--- src/rtl/lcd_bus_reader_if.sv ---
// Read-request handshake between a client and the HD44780 read engine.
interface lcd_bus_reader_if;
    logic       rd_req;
    logic       rd_rs;
    logic       rd_ready;
    logic       rd_valid;
    logic [7:0] rd_data;

    modport master (
        output rd_req, rd_rs,
        input  rd_ready, rd_valid, rd_data
    );

    modport slave (
        input  rd_req, rd_rs,
        output rd_ready, rd_valid, rd_data
    );
endinterface

--- src/rtl/lcd_bus_reader.sv ---
// HD44780 read-cycle engine (RW=1): fetches BF/AC or DDRAM/CGRAM data from DATA_BUS.
// Optional busy-flag polling is enabled by defining LCD_RD_BUSY_POLL_EN.
module lcd_bus_reader #(
    parameter int T_AS  = 3,
    parameter int T_EH  = 13,
    parameter int T_AH  = 2,
    parameter int T_REC = 7
`ifdef LCD_RD_BUSY_POLL_EN
    ,
    parameter int POLL_MAX = 8
`endif
) (
    input  logic                iCLK_50MHZ,
    input  logic                iRST_N,
    lcd_bus_reader_if.slave     rd,
    output logic                bus_own,
    output logic                LCD_RW,
    output logic                LCD_RS,
    output logic                LCD_E,
    input  logic [7:0]          DATA_BUS
`ifdef LCD_RD_BUSY_POLL_EN
    ,
    input  logic                poll_req,
    output logic                lcd_ready,
    output logic                poll_timeout
`endif
);

    localparam int CNT_W = 8;

    typedef enum logic [2:0] {S_IDLE, S_SETUP, S_EHIGH, S_HOLD, S_RECOVER} state_t;

    state_t             state_q, state_d;
    logic [CNT_W-1:0]   cnt_q, cnt_d;
    logic               rs_q, rs_d;
    logic               e_q, e_d;
    logic               own_q, own_d;
    logic               valid_q, valid_d;
    logic [7:0]         data_q;
    logic               sample;
    logic               last_rec;
    logic               reissue;
    logic               start;
    logic               start_rs;

    assign last_rec = (state_q == S_RECOVER) && (cnt_q == '0);

`ifdef LCD_RD_BUSY_POLL_EN
    localparam logic [7:0] POLL_MAX_C = 8'(POLL_MAX);

    logic       polling_q, polling_d;
    logic [7:0] pcnt_q, pcnt_d;
    logic       ready_q, ready_d;
    logic       tmo_q, tmo_d;

    assign reissue  = polling_q && data_q[7] && (pcnt_q < POLL_MAX_C);
    assign start    = rd.rd_ready && (poll_req || rd.rd_req);
    assign start_rs = poll_req ? 1'b0 : rd.rd_rs;
`else
    assign reissue  = 1'b0;
    assign start    = rd.rd_ready && rd.rd_req;
    assign start_rs = rd.rd_rs;
`endif

    // The last RECOVER cycle already accepts, so back-to-back reads repeat every
    // T_AS+T_EH+T_AH+T_REC cycles with no idle gap.
    assign rd.rd_ready = (state_q == S_IDLE) || (last_rec && !reissue);

    always_comb begin
        state_d = state_q;
        cnt_d   = (cnt_q != '0) ? cnt_q - 1'b1 : cnt_q;
        rs_d    = rs_q;
        e_d     = e_q;
        own_d   = own_q;
        valid_d = 1'b0;
        sample  = 1'b0;
`ifdef LCD_RD_BUSY_POLL_EN
        polling_d = polling_q;
        pcnt_d    = pcnt_q;
        ready_d   = 1'b0;
        tmo_d     = 1'b0;
`endif
        case (state_q)
            S_SETUP: if (cnt_q == '0) begin
                state_d = S_EHIGH;
                cnt_d   = CNT_W'(T_EH - 1);
                e_d     = 1'b1;
            end
            // Data is captured on the same edge that drops E, while the LCD still drives it.
            S_EHIGH: if (cnt_q == '0) begin
                state_d = S_HOLD;
                cnt_d   = CNT_W'(T_AH - 1);
                e_d     = 1'b0;
                sample  = 1'b1;
            end
            S_HOLD: if (cnt_q == '0) begin
                state_d = S_RECOVER;
                cnt_d   = CNT_W'(T_REC - 1);
                own_d   = 1'b0;
                valid_d = 1'b1;
            end
            S_RECOVER: if (cnt_q == '0) begin
                state_d = S_IDLE;
`ifdef LCD_RD_BUSY_POLL_EN
                if (polling_q) begin
                    if (reissue) begin
                        state_d = S_SETUP;
                        cnt_d   = CNT_W'(T_AS - 1);
                        own_d   = 1'b1;
                        pcnt_d  = pcnt_q + 8'd1;
                    end else begin
                        polling_d = 1'b0;
                        if (data_q[7]) tmo_d = 1'b1;
                        else           ready_d = 1'b1;
                    end
                end
`endif
            end
            default: ;
        endcase

        if (start) begin
            state_d = S_SETUP;
            cnt_d   = CNT_W'(T_AS - 1);
            own_d   = 1'b1;
            rs_d    = start_rs;
`ifdef LCD_RD_BUSY_POLL_EN
            polling_d = poll_req;
            pcnt_d    = 8'd1;
`endif
        end
    end

    always_ff @(posedge iCLK_50MHZ or negedge iRST_N) begin
        if (!iRST_N) begin
            state_q <= S_IDLE;
            cnt_q   <= '0;
            rs_q    <= 1'b0;
            e_q     <= 1'b0;
            own_q   <= 1'b0;
            valid_q <= 1'b0;
            data_q  <= 8'h00;
        end else begin
            state_q <= state_d;
            cnt_q   <= cnt_d;
            rs_q    <= rs_d;
            e_q     <= e_d;
            own_q   <= own_d;
            valid_q <= valid_d;
            if (sample) data_q <= DATA_BUS;
        end
    end

`ifdef LCD_RD_BUSY_POLL_EN
    always_ff @(posedge iCLK_50MHZ or negedge iRST_N) begin
        if (!iRST_N) begin
            polling_q <= 1'b0;
            pcnt_q    <= 8'd0;
            ready_q   <= 1'b0;
            tmo_q     <= 1'b0;
        end else begin
            polling_q <= polling_d;
            pcnt_q    <= pcnt_d;
            ready_q   <= ready_d;
            tmo_q     <= tmo_d;
        end
    end

    assign lcd_ready    = ready_q;
    assign poll_timeout = tmo_q;
`endif

    assign bus_own     = own_q;
    assign LCD_RW      = own_q;
    assign LCD_RS      = own_q & rs_q;
    assign LCD_E       = e_q;
    assign rd.rd_valid = valid_q;
    assign rd.rd_data  = data_q;

endmodule

--- src/flat_wrapper.sv ---
// flat-port wrapper written by rule: the top's interface ports become plain ports
module lcd_bus_reader_flat 
#(
    parameter int T_AS  = 3,
    parameter int T_EH  = 13,
    parameter int T_AH  = 2,
    parameter int T_REC = 7

)
  (iCLK_50MHZ, iRST_N, bus_own, LCD_RW, LCD_RS, LCD_E, DATA_BUS, rd_rd_req, rd_rd_rs, rd_rd_ready, rd_rd_valid, rd_rd_data);
  lcd_bus_reader_if rd_i ();
  input  logic iCLK_50MHZ;
  input  logic iRST_N;
  output logic bus_own;
  output logic LCD_RW;
  output logic LCD_RS;
  output logic LCD_E;
  input  logic [7:0] DATA_BUS;
  input wire logic [$bits(rd_i.rd_req)-1:0] rd_rd_req;
  input wire logic [$bits(rd_i.rd_rs)-1:0] rd_rd_rs;
  output wire logic [$bits(rd_i.rd_ready)-1:0] rd_rd_ready;
  output wire logic [$bits(rd_i.rd_valid)-1:0] rd_rd_valid;
  output wire logic [$bits(rd_i.rd_data)-1:0] rd_rd_data;
  assign rd_i.rd_req = rd_rd_req;
  assign rd_i.rd_rs = rd_rd_rs;
  assign rd_rd_ready = rd_i.rd_ready;
  assign rd_rd_valid = rd_i.rd_valid;
  assign rd_rd_data = rd_i.rd_data;
  lcd_bus_reader #(.T_AS(T_AS), .T_EH(T_EH), .T_AH(T_AH), .T_REC(T_REC)) u_core (.iCLK_50MHZ(iCLK_50MHZ), .iRST_N(iRST_N), .rd(rd_i), .bus_own(bus_own), .LCD_RW(LCD_RW), .LCD_RS(LCD_RS), .LCD_E(LCD_E), .DATA_BUS(DATA_BUS));
endmodule
--- config.mk ---
export PLATFORM = sky130hd
export DESIGN_NAME = lcd_bus_reader_flat
export DESIGN_NICKNAME = d
export VERILOG_FILES = /design/src/rtl/lcd_bus_reader_if.sv /design/src/rtl/lcd_bus_reader.sv /design/src/flat_wrapper.sv
export SDC_FILE = /design/constraint.sdc
export NUM_CORES = 1
export LEC_CHECK = 0
export CORE_MARGIN = 2
export CORE_UTILIZATION = 53
export DETAILED_ROUTE_END_ITERATION = 16
export PLACE_DENSITY = 0.85
export SLEW_MARGIN = 20
export SYNTH_ARGS = -nofsm -noshare
export SYNTH_HDL_FRONTEND = slang
export SYNTH_SLANG_ARGS = --single-unit
export TNS_END_PERCENT = 50
--- constraint.sdc ---
create_clock -name iCLK_50MHZ -period 6.8 [get_ports iCLK_50MHZ]
set_input_delay 1.36 -clock iCLK_50MHZ [delete_from_list [all_inputs] [get_ports iCLK_50MHZ]]
set_output_delay 1.36 -clock iCLK_50MHZ [all_outputs]
set_load 0.1 [all_outputs]
== After elaboration in Yosys (flattened, before gate mapping) ==
Cells that the tools add are included.
W data, S select, Z words.

* Register bits: 23
* Word-level logic and storage cells: 52

* Eq/ne operators: 10
* Reduce and logical (&&, ||, !) cells: 13
* Bitwise operators: 1
* Add/subtract/negate cells: 1
* Multiplexer cells: 20

{| class="wikitable"
|+ Operator list
! kind !! count
|-
| $mux W8 || 5
|-
| $pmux W8 S3 || 1
|-
| $mux W3 || 5
|-
| $pmux W3 S4 || 1
|-
| $ne A3 B1 Y1 const B || 3
|-
| $logic_not A8 Y1 || 1
|-
| $reduce_bool A8 Y1 || 1
|-
| $sub A8 B1 Y8 const B || 1
|-
| $mux W1 || 7
|-
| $eq A3 B2 Y1 const B || 2
|-
| $reduce_bool A2 Y1 || 3
|-
| $reduce_and A5 Y1 || 1
|-
| $reduce_bool A5 Y1 || 1
|-
| $ne A2 B1 Y1 const B || 2
|-
| $eq A3 B1 Y1 const B || 1
|-
| $eq A3 B3 Y1 const B || 1
|-
| $logic_not A3 Y1 || 1
|-
| $ne A3 B2 Y1 const B || 1
|-
| $reduce_and A3 Y1 || 1
|-
| $logic_and A1 B1 Y1 || 2
|-
| $pmux W1 S2 || 1
|-
| $reduce_and A2 Y1 || 1
|-
| $and A1 B1 Y1 || 1
|-
| $logic_or A1 B1 Y1 || 1
|}

== Logic depth before layout (Yosys ltp) ==
Gate-level depths: netlist of run 1.

* Depth after elaboration: 6
* Depth in mapped cells: 9
* Depth with buffers taken out: 8

== Worst setup path after synthesis of run 1 ==
OpenSTA, ideal clock, no wires.

* Kind: flip-flop to output port
* Start: register u_core.cnt_q[3]
* End: output rd_rd_ready
* Path buffers: 1
* Setup slack: 2952 ps
* Stages on the path, launching flop included: 6
* Arrival: 2488 ps
* Required time: 5440 ps
* Path through: dfrtp_1 -> or4_4 -> or3_2 -> clkbuf_1 -> nand2_1 -> and2_1

* Longest elaborated chain between the ends: 3

{| class="wikitable"
|+ Ends and longest elaborated chain
! what !! RTL line !! text
|-
| start: declaration || lcd_bus_reader.sv:34 || <nowiki>logic [CNT_W-1:0] cnt_q, cnt_d;</nowiki>
|-
| start signal: assignment || lcd_bus_reader.sv:145 || <nowiki>cnt_q <= cnt_d;</nowiki>
|-
| $logic_not A8 Y1 || lcd_bus_reader.sv:46 || <nowiki>assign last_rec = (state_q == S_RECOVER) && (cnt_q == '0);</nowiki>
|-
| $logic_and A1 B1 Y1 || lcd_bus_reader.sv:46 ||
|-
| $logic_or A1 B1 Y1 || lcd_bus_reader.sv:67 || <nowiki>assign rd.rd_ready = (state_q == S_IDLE) || (last_rec && !reissue);</nowiki>
|-
| end: declaration || flat_wrapper.sv:21 || <nowiki>output wire logic [$bits(rd_i.rd_ready)-1:0] rd_rd_ready;</nowiki>
|}

No other way between the ends.

== Worst setup path after layout of run 1 ==
Same ends and word-level chain as after synthesis.

==> metrics.cfg, run 1 <==
[grt]
globalRouteOverflowTotal = 0
grt_max_degree = 24
grt_first_pass_wirelength_mm = 3.95
track_usage = 0.204
grt_pass1_vias = 891
grt_antenna_before_repair = 0

[cells_and_area]
fin_util = 0.673
n_antenna_cell = 0
layout_common_cells = clkdlybuf4s50_1, dfrtp_1, nor2_1
drive_gt1_frac = 0.146
final_nets = 147
area_growth_pct = 23.2
nFillCells = 188
layout_commonest_cell = clkdlybuf4s50_1
seq_area_um2 = 576
multi_input_area_um2 = 546

[sta]
fin_crit_sh = 0.686
setup_viol = 0
fin_ws_ns = 2.14
finClkSkew_ns = 0.00557
fin_setup_tns_ns = 0
relSlewSlack = 0.352
layout_min_cycle_time_ns = 4.66
rsz0062_at_grt = no
worst_pin_slew_ns = 0.969
fmaxAchievable_mhz = 214
hold_viol = 0
drv_slew = 0

[clock_tree]
cts_buffers = 3
postCtsHoldBufs = 0
clk_path_buf_depth = 2
cts-htree-levels = 1
clock_sinks = 23
cts-resized-gates = 0
cts_root_buf = clkbuf_4
clk_pin_slew_worst_paths_ns = 0.12
clk_latency_ns = 0.31
cts_setup_buffers = 0
cts_tree = done

[route]
routed_wirelength_mm = 2.32
drc = 0
dr.pass1.iters = 4
drtIter0Drc = 11
vias_per_cell = 5.51
ant_nets = 0
wl_per_cell_um = 14.7
vias = 871

[pwr]
p_per_area_nw_per_um2 = 311
finalPower_uw = 450
power.net_switching_uw = 183
irDropWorstVdd_v = 0.000231
combPwrFrac = 0.405
sw_frac_of_total = 0.407
clockPowerShare = 0.135
leakage_nw = 0.617
internal_power_uw = 267
p_seq_frac = 0.459

[synth]
syn-cell-area_um2 = 1170
syn_nets = 123
yosys_warnings = 0
syn-instance-count = 107
ys_seq_elements = 23
ys_async_sr_fraction = 1.00
ys_seq_area_frac = 0.490
synth.distinct_cells = 35
synth_edf_count = 0
postSynth.topFlopCell = dfrtp_1
avgSynthCellArea_um2 = 11.0

[min_path]
hold_class = flip-flop to flip-flop

[floorplan]
die-area_um2 = 2610
start_util = 0.546
core_region_area_um2 = 2150
io_pins = 26
die_h_um = 51.1
rows = 17
die_x_um = 51.1

[worst_setup_path]
worst_path_largest_cell_delay_ns = 1.13
crit_slowest_cell = clkdlybuf4s50_1
crit_path_max_fanout = 13
end_kind = output pin
crit_family = simple AND/OR/NAND/NOR gates
critPathBufInv = 1
path_cells = or4_4 -> or3_2 -> nand2_1 -> and2_1 -> clkdlybuf4s50_1
critPathArrivalTime_ns = 3.30
required_ns = 5.44
criticalPathCategory = flip-flop to output pin
start_kind = flip-flop

[placed_design]
place_congestion = 0.850
place_hpwl_mm = 1.70
port_buffers = 25
post-place-ws_ns = 2.49

[job]
maxCapViolations = 0

[run_status]
status = complete, no violations

==> registers in the layout, summed over array words and instances (netlist names) <==
register,count
u_core.cnt_q,8
u_core.rs_q,1
u_core.state_q,3
u_core.LCD_E,1
u_core.LCD_RW,1
u_core.rd.rd_data,8
u_core.rd.rd_valid,1
==> per-layer routing <==
layer / up-vias / wire (um) / GRT usage
met4: 0 / 20 / 0.0676
met3: 4 / 117 / 0.0322
met1: 421 / 1000 / 0.258
met5: - / 0 / 0
met2: 30 / 1180 / 0.355
li1: 416 / - / -
==> path summary, 6_finish.rpt <==
kind                                            from  depth (start not counted)                            to  slack (ns)
setup / recovery           u_core.cnt_q[3]$_DFF_PN0_                          5                   rd_rd_ready        2.14
hold / removal               u_core.rs_q$_DFFE_PN0N_                          1       u_core.rs_q$_DFFE_PN0N_        0.51
setup reg to reg           u_core.cnt_q[3]$_DFF_PN0_                          6     u_core.cnt_q[0]$_DFF_PN0_        4.21
hold reg to reg              u_core.rs_q$_DFFE_PN0N_                          1       u_core.rs_q$_DFFE_PN0N_        0.51
max in group asynchronous                     iRST_N                          1     u_core.cnt_q[3]$_DFF_PN0_        5.47
min in group asynchronous                     iRST_N                          1  u_core.rd.rd_valid$_DFF_PN0_        1.00
==> cell usage after synthesis (3+ instances only) <==
library cell | number | area, um^2
dfrtp_1 | 23 | 576
nor2_1 | 11 | 41.3
mux2_4 | 8 | 120
nand2_1 | 6 | 22.5
o21ai_0 | 6 | 30.0
inv_1 | 5 | 18.8
a21oi_1 | 4 | 20.0
clkbuf_1 | 4 | 15.0
ha_1 | 4 | 50.1
nand2b_1 | 3 | 18.8
xnor2_1 | 3 | 26.3
==> power by group through the flow <==
stage	registers (mW)	logic (mW)	clock network [mW]
finish	0.207	0.183	0.0609
global route	0.212	0.202	0.0712
CTS	0.206	0.184	0.0631
detailed placement	0.209	0.182	0
global placement	0.206	0.177	0
floorplan	0.224	0.120	0
==> cell type report <==
class | instances | share of cell area
Sequential cell | 23 | 0.398
Inverter | 5 | 0.0130
Tap cell | 28 | 0.0242
Clock buffer | 4 | 0.0182
Timing Repair Buffer | 25 | 0.170
Multi-Input combinational cell | 73 | 0.377
==> metrics by stage <==
step | hold slack [ns] | instances | cell area, um^2
floorplan | 0.472 | 107 | 1170
global placement | 0.481 | 154 | 1430
detailed placement | 0.487 | 154 | 1430
CTS | 0.515 | 158 | 1450
global route | 0.537 | 158 | 1450
finish | 0.510 | 158 | 1450
==> cells by family (layout without fill, tap and decap cells) <==
| logic type | after synthesis | count (layout) | synth area share |
|---|---|---|---|
| simple gates | 37 | 37 | 0.171 |
| flops | 23 | 23 | 0.490 |
| compound gates | 16 | 16 | 0.0832 |
| mux | 12 | 12 | 0.139 |
| buf+inv | 11 | 34 | 0.0448 |
| fa+ha+maj | 4 | 4 | 0.0426 |
| xor+xnor | 4 | 4 | 0.0299 |
No activity file was read; power rests on OpenSTA's default activity.
==> run 2, diff against run 1 <==
CORE_UTILIZATION = 49   (was 53)
PLACE_DENSITY = 0.8   (was 0.85)
clock period = 4.4 ns   (was 6.8 ns; I/O delays follow)
==> metrics.cfg, run 2 (synthesized netlist as in run 1, its figures left out) <==
[route]
drtIter0Drc = 13  ; +2
vias = 872  ; +0.11%
dr.pass1.iters = 4  ; unchanged
drc = 0  ; unchanged
ant_nets = 0  ; unchanged
routed_wirelength_mm = 2.19  ; -5.6%
vias_per_cell = 5.52  ; +0.11%
wl_per_cell_um = 13.8  ; -5.6%

[sta]
fin_setup_tns_ns = 0  ; unchanged
fin_crit_sh = 0.761
layout_min_cycle_time_ns = 3.35
drv_slew = 0  ; unchanged
relSlewSlack = 0.351  ; -0.00125
hold_viol = 0  ; unchanged
fmaxAchievable_mhz = 299
setup_viol = 0  ; unchanged
worst_pin_slew_ns = 0.971  ; +0.00187 ns
rsz0062_at_grt = no
finClkSkew_ns = 0.00301  ; -0.00256 ns

[floorplan]
die_h_um = 52.9  ; +3.7%
start_util = 0.525  ; -0.0208
die_x_um = 52.9  ; +3.7%
io_pins = 26  ; unchanged
die-area_um2 = 2800  ; +7.5%
rows = 17  ; unchanged
core_region_area_um2 = 2230  ; +4.0%

[cells_and_area]
layout_common_cells = clkdlybuf4s50_1, dfrtp_1, nor2_1
drive_gt1_frac = 0.154  ; +0.00769
fin_cells = 158  ; unchanged
area_growth_pct = 23.0
n_antenna_cell = 0  ; unchanged
final_nets = 147  ; unchanged

[clock_tree]
cts-htree-levels = 1  ; unchanged
postCtsHoldBufs = 0  ; unchanged
clk_path_buf_depth = 2  ; unchanged
clk_pin_slew_worst_paths_ns = 0.11  ; about the same
cts_buffers = 3  ; unchanged
cts_root_buf = clkbuf_4
cts-resized-gates = 0  ; unchanged
cts_tree = done
clk_latency_ns = 0.30  ; about the same
clock_sinks = 23  ; unchanged
cts_setup_buffers = 0  ; unchanged

[grt]
grt_pass1_vias = 871  ; -2.2%
grt_max_degree = 24  ; unchanged
globalRouteOverflowTotal = 0  ; unchanged
grt_first_pass_wirelength_mm = 3.73  ; -5.7%
track_usage = 0.182  ; -0.0218
grt_antenna_before_repair = 0  ; unchanged

[placed_design]
place_congestion = 0.839  ; -1.3%
place_hpwl_mm = 1.69  ; -0.62%
placed_cells = 154  ; unchanged
port_buffers = 25  ; unchanged

[worst_setup_path]
required_ns = 3.52  ; -1.92 ns
critPathBufInv = 1  ; unchanged
end_kind = output pin
worst_path_largest_cell_delay_ns = 0.61  ; -0.52 ns
criticalPathCategory = flip-flop to output pin
crit_path_max_fanout = 13  ; unchanged
path_cells = or4_4 -> or3_2 -> nand2_1 -> and2_1 -> buf_4
critPathArrivalTime_ns = 2.47  ; -0.83 ns
crit_family = simple AND/OR/NAND/NOR gates
start_kind = flip-flop
crit_slowest_cell = or3_2

[job]
maxCapViolations = 0  ; unchanged

[pwr]
finalPower_uw = 693  ; +54%
leakage_nw = 0.619  ; +0.34%
irDropWorstVdd_v = 0.000292  ; +26%
p_per_area_nw_per_um2 = 480  ; +54%

[run_status]
status = complete, no violations

[min_path]
hold_class = input port to async pin

==> run 2: cell types whose count changed in the layout (fill, tap and decap cells not counted), sizes merged <==
cell           before  now
clkdlybuf4s50      24   23
buf                 1    2
==> run 2: power breakdown <==
group / leakage [nW] / internal (mW) / total (mW) / switching (mW)
Combinational: 0.336 / 0.114 / 0.282 / 0.167
Sequential: 0.268 / 0.264 / 0.321 / 0.0574
Clock: 0.0150 / 0.0353 / 0.0903 / 0.0550
Total: 0.619 / 0.413 / 0.693 / 0.280
==> run 2: cell type report <==
type / count / area (um^2)
repair buffers: 25 / 243
flip-flops and latches: 23 / 576
inverters: 5 / 18.8
fillers: 179 / 790
well taps: 28 / 35.0
multi-input cells: 73 / 546
clock buffers: 4 / 26.3
==> run 2: final timing paths <==
check | from | endpoint | slack (ns) | depth (start not counted)
max | u_core.cnt_q[3]$_DFF_PN0_ | rd_rd_ready | 1.05 | 5
min | iRST_N | u_core.cnt_q[6]$_DFF_PN0_ | 0.52 | 1
max reg2reg | u_core.cnt_q[3]$_DFF_PN0_ | u_core.rd.rd_data[3]$_DFFE_PN0P_ | 1.83 | 4
min reg2reg | u_core.rs_q$_DFFE_PN0N_ | u_core.rs_q$_DFFE_PN0N_ | 0.52 | 1
max in group asynchronous | iRST_N | u_core.cnt_q[3]$_DFF_PN0_ | 3.55 | 1
min in group iCLK_50MHZ | u_core.rs_q$_DFFE_PN0N_ | u_core.rs_q$_DFFE_PN0N_ | 0.52 | 1
==> run 2: worst register-to-register path, stage by stage, from the launching register on <==
cell and delay [ns]:
dfrtp_1 0.43, or4_4 0.58, or4_1 0.52, or3_1 0.55
mux2_4 0.38
==> run 2: metrics by stage <==
stage	area [um^2]	worst slack, ns	util	hold slack (ns)
global route	1440	0.936	0.646	0.538
finish	1440	1.05	0.646	0.518
floorplan	1170	1.03	-	0.472
detailed placement	1420	1.41	0.637	0.492
CTS	1450	1.05	0.649	0.519
global placement	1420	1.44	0.637	0.481
==> run 2: metal layers <==
layer / track usage / vias to the layer above / share of wire / wire, um
met4: 0.0641 / 0 / 0.017 / 38
met1: 0.222 / 423 / 0.43 / 940
met3: 0.0311 / 5 / 0.062 / 135
met5: 0 / - / 0 / 0
met2: 0.323 / 26 / 0.49 / 1070
li1: - / 418 / - / -
==> run 3, diff against run 2 <==
CORE_UTILIZATION = 44   (was 49)
PLACE_DENSITY = 0.76   (was 0.8)
clock period = 2.8 ns   (was 4.4 ns; I/O delays follow)
==> metrics.cfg, run 3 (synthesized netlist as in run 1, its figures left out) <==
[run_status]
status = complete, no violations

[grt]
grt_max_degree = 24  ; unchanged
globalRouteOverflowTotal = 0  ; unchanged
grt_antenna_before_repair = 0  ; unchanged
grt_pass1_vias = 873  ; +0.23%
track_usage = 0.163  ; -0.0191
grt_first_pass_wirelength_mm = 4.06  ; +8.9%

[worst_setup_path]
critPathArrivalTime_ns = 2.09  ; -0.38 ns
path_cells = or4_4 -> or3_4 -> nand2_2 -> and2_4 -> buf_12
required_ns = 2.24  ; -1.28 ns
crit_family = simple AND/OR/NAND/NOR gates
criticalPathCategory = flip-flop to output pin
end_kind = output pin
critPathBufInv = 1  ; unchanged
worst_path_largest_cell_delay_ns = 0.58  ; -0.03 ns
crit_path_start = u_core.cnt_q[5]$_DFF_PN0_
start_kind = flip-flop
worst_r2r_startpoint = u_core.cnt_q[5]$_DFF_PN0_
crit_path_max_fanout = 6  ; -7
crit_slowest_cell = or4_4

[placed_design]
port_buffers = 25  ; unchanged
place_congestion = 0.844  ; +0.62%
placed_cells = 158  ; +2.6%
post-place-ws_ns = 0.217  ; -1.19 ns
place_hpwl_mm = 1.64  ; -2.7%

[job]
maxCapViolations = 0  ; unchanged

[pwr]
power.net_switching_uw = 456  ; +63%
finalPower_mw = 1.13  ; +63%
sw_frac_of_total = 0.404  ; about the same
irDropWorstVdd_v = 0.000440  ; +51%
internal_power_uw = 673  ; +63%
leakage_nw = 0.659  ; +6.5%
p_seq_frac = 0.437  ; -0.026
clockPowerShare = 0.127  ; -0.003
combPwrFrac = 0.436  ; +0.030
p_per_area_nw_per_um2 = 764  ; +59%

[clock_tree]
cts-htree-levels = 1  ; unchanged
clk_latency_ns = 0.30  ; about the same
cts_root_buf = clkbuf_4
cts_tree = done
clk_pin_slew_worst_paths_ns = 0.11  ; about the same
clock_sinks = 23  ; unchanged
cts_buffers = 3  ; unchanged
clk_path_buf_depth = 2  ; unchanged

[floorplan]
die_h_um = 55.6  ; +5.1%
io_pins = 26  ; unchanged
die_x_um = 55.6  ; +5.1%
start_util = 0.469  ; -0.0560
rows = 18  ; +1
die-area_um2 = 3100  ; +10%
core_region_area_um2 = 2500  ; +12%

[cells_and_area]
final_nets = 152  ; +3.4%
fin_cells = 165  ; +4.4%
drive_gt1_frac = 0.289  ; +0.135
n_antenna_cell = 0  ; unchanged
layout_common_cells = dfrtp_1, buf_4, nor2_1, clkdlybuf4s50_1, mux2_4
area_growth_pct = 25.9
layout_commonest_cell = dfrtp_1

[sta]
worst_pin_slew_ns = 0.536  ; -0.435 ns
fin_crit_sh = 0.945
relSlewSlack = 0.639  ; +0.288
drv_slew = 0  ; unchanged
fin_setup_tns_ns = 0  ; unchanged
fin_ws_ns = 0.153  ; -0.901 ns
rsz0062_at_grt = no
finClkSkew_ns = 0.00588  ; +0.00287 ns
hold_viol = 0  ; unchanged
setup_viol = 0  ; unchanged
layout_min_cycle_time_ns = 2.65
fmaxAchievable_mhz = 378

[route]
drtIter0Drc = 11  ; -2
highest_layer = met4
vias_per_cell = 5.25  ; -4.9%
wl_per_cell_um = 13.7  ; -1.2%
dr.pass1.iters = 4  ; unchanged
ant_nets = 0  ; unchanged
drc = 0  ; unchanged
wl_met1_mm = 1.01  ; +7.1%
wl_met2_mm = 1.10  ; +2.3%
dr_wl_met3_um = 135  ; unchanged
routed_wirelength_mm = 2.26  ; +3.2%
vias = 866  ; -0.69%

[min_path]
hold_start = u_core.rs_q$_DFFE_PN0N_
hold_class = flip-flop to flip-flop

==> run 3: layer usage <==
metal,track usage,up-vias
met3,0.0326,3
met2,0.272,29
met4,0.0314,0
met1,0.223,407
met5,0,-
li1,-,427
==> run 3: layout make-up <==
type	instances	area (um^2)
Inverter	5	18.8
Sequential cell	23	576
Clock buffer	4	26.3
Tap cell	30	37.5
Fill cell	203	1020
Multi-Input combinational cell	73	554
Timing Repair Buffer	30	265
==> run 3: worst paths after layout <==
path,slack (ns),to,cells after the start
min in group asynchronous,0.60,u_core.cnt_q[1]$_DFF_PN0_,2
worst min register to register,0.52,u_core.rs_q$_DFFE_PN0N_,1
worst max-delay path,0.15,rd_rd_ready,5
worst min-delay path,0.52,u_core.rs_q$_DFFE_PN0N_,1
max in group asynchronous,1.98,u_core.rd.rd_data[7]$_DFFE_PN0P_,2
worst max register to register,0.27,u_core.rd.rd_data[7]$_DFFE_PN0P_,4
==> run 3: stage by stage <==
step           hold WS (ns)  cell area (um^2)  utilization
3_3_place_gp          0.481              1420        0.569
5_1_grt               0.542              1480        0.591
3_5_place_dp          0.498              1420        0.569
4_1_cts               0.524              1460        0.585
6_report              0.516              1480        0.591
2_1_floorplan         0.264              1170            -
==> run 3: power groups by stage <==
| stage | combinational (mW) | sequential, mW | clock [mW] |
|---|---|---|---|
| finish | 0.492 | 0.493 | 0.143 |
| global route | 0.539 | 0.508 | 0.171 |
| CTS | 0.483 | 0.491 | 0.155 |
| detailed placement | 0.446 | 0.506 | 0 |
| global placement | 0.430 | 0.505 | 0 |
| floorplan | 0.292 | 0.545 | 0 |
==> run 3: what timing repair did <==
item | CTS | global route
endpoints found under the setup margin | 1 | 1
endpoints found under the hold margin | 0 | 0
setup buffers | 2 | 1
pin swaps | 0 | 1
gates resized for setup | 0 | 3
hold buffers | 0 | 0
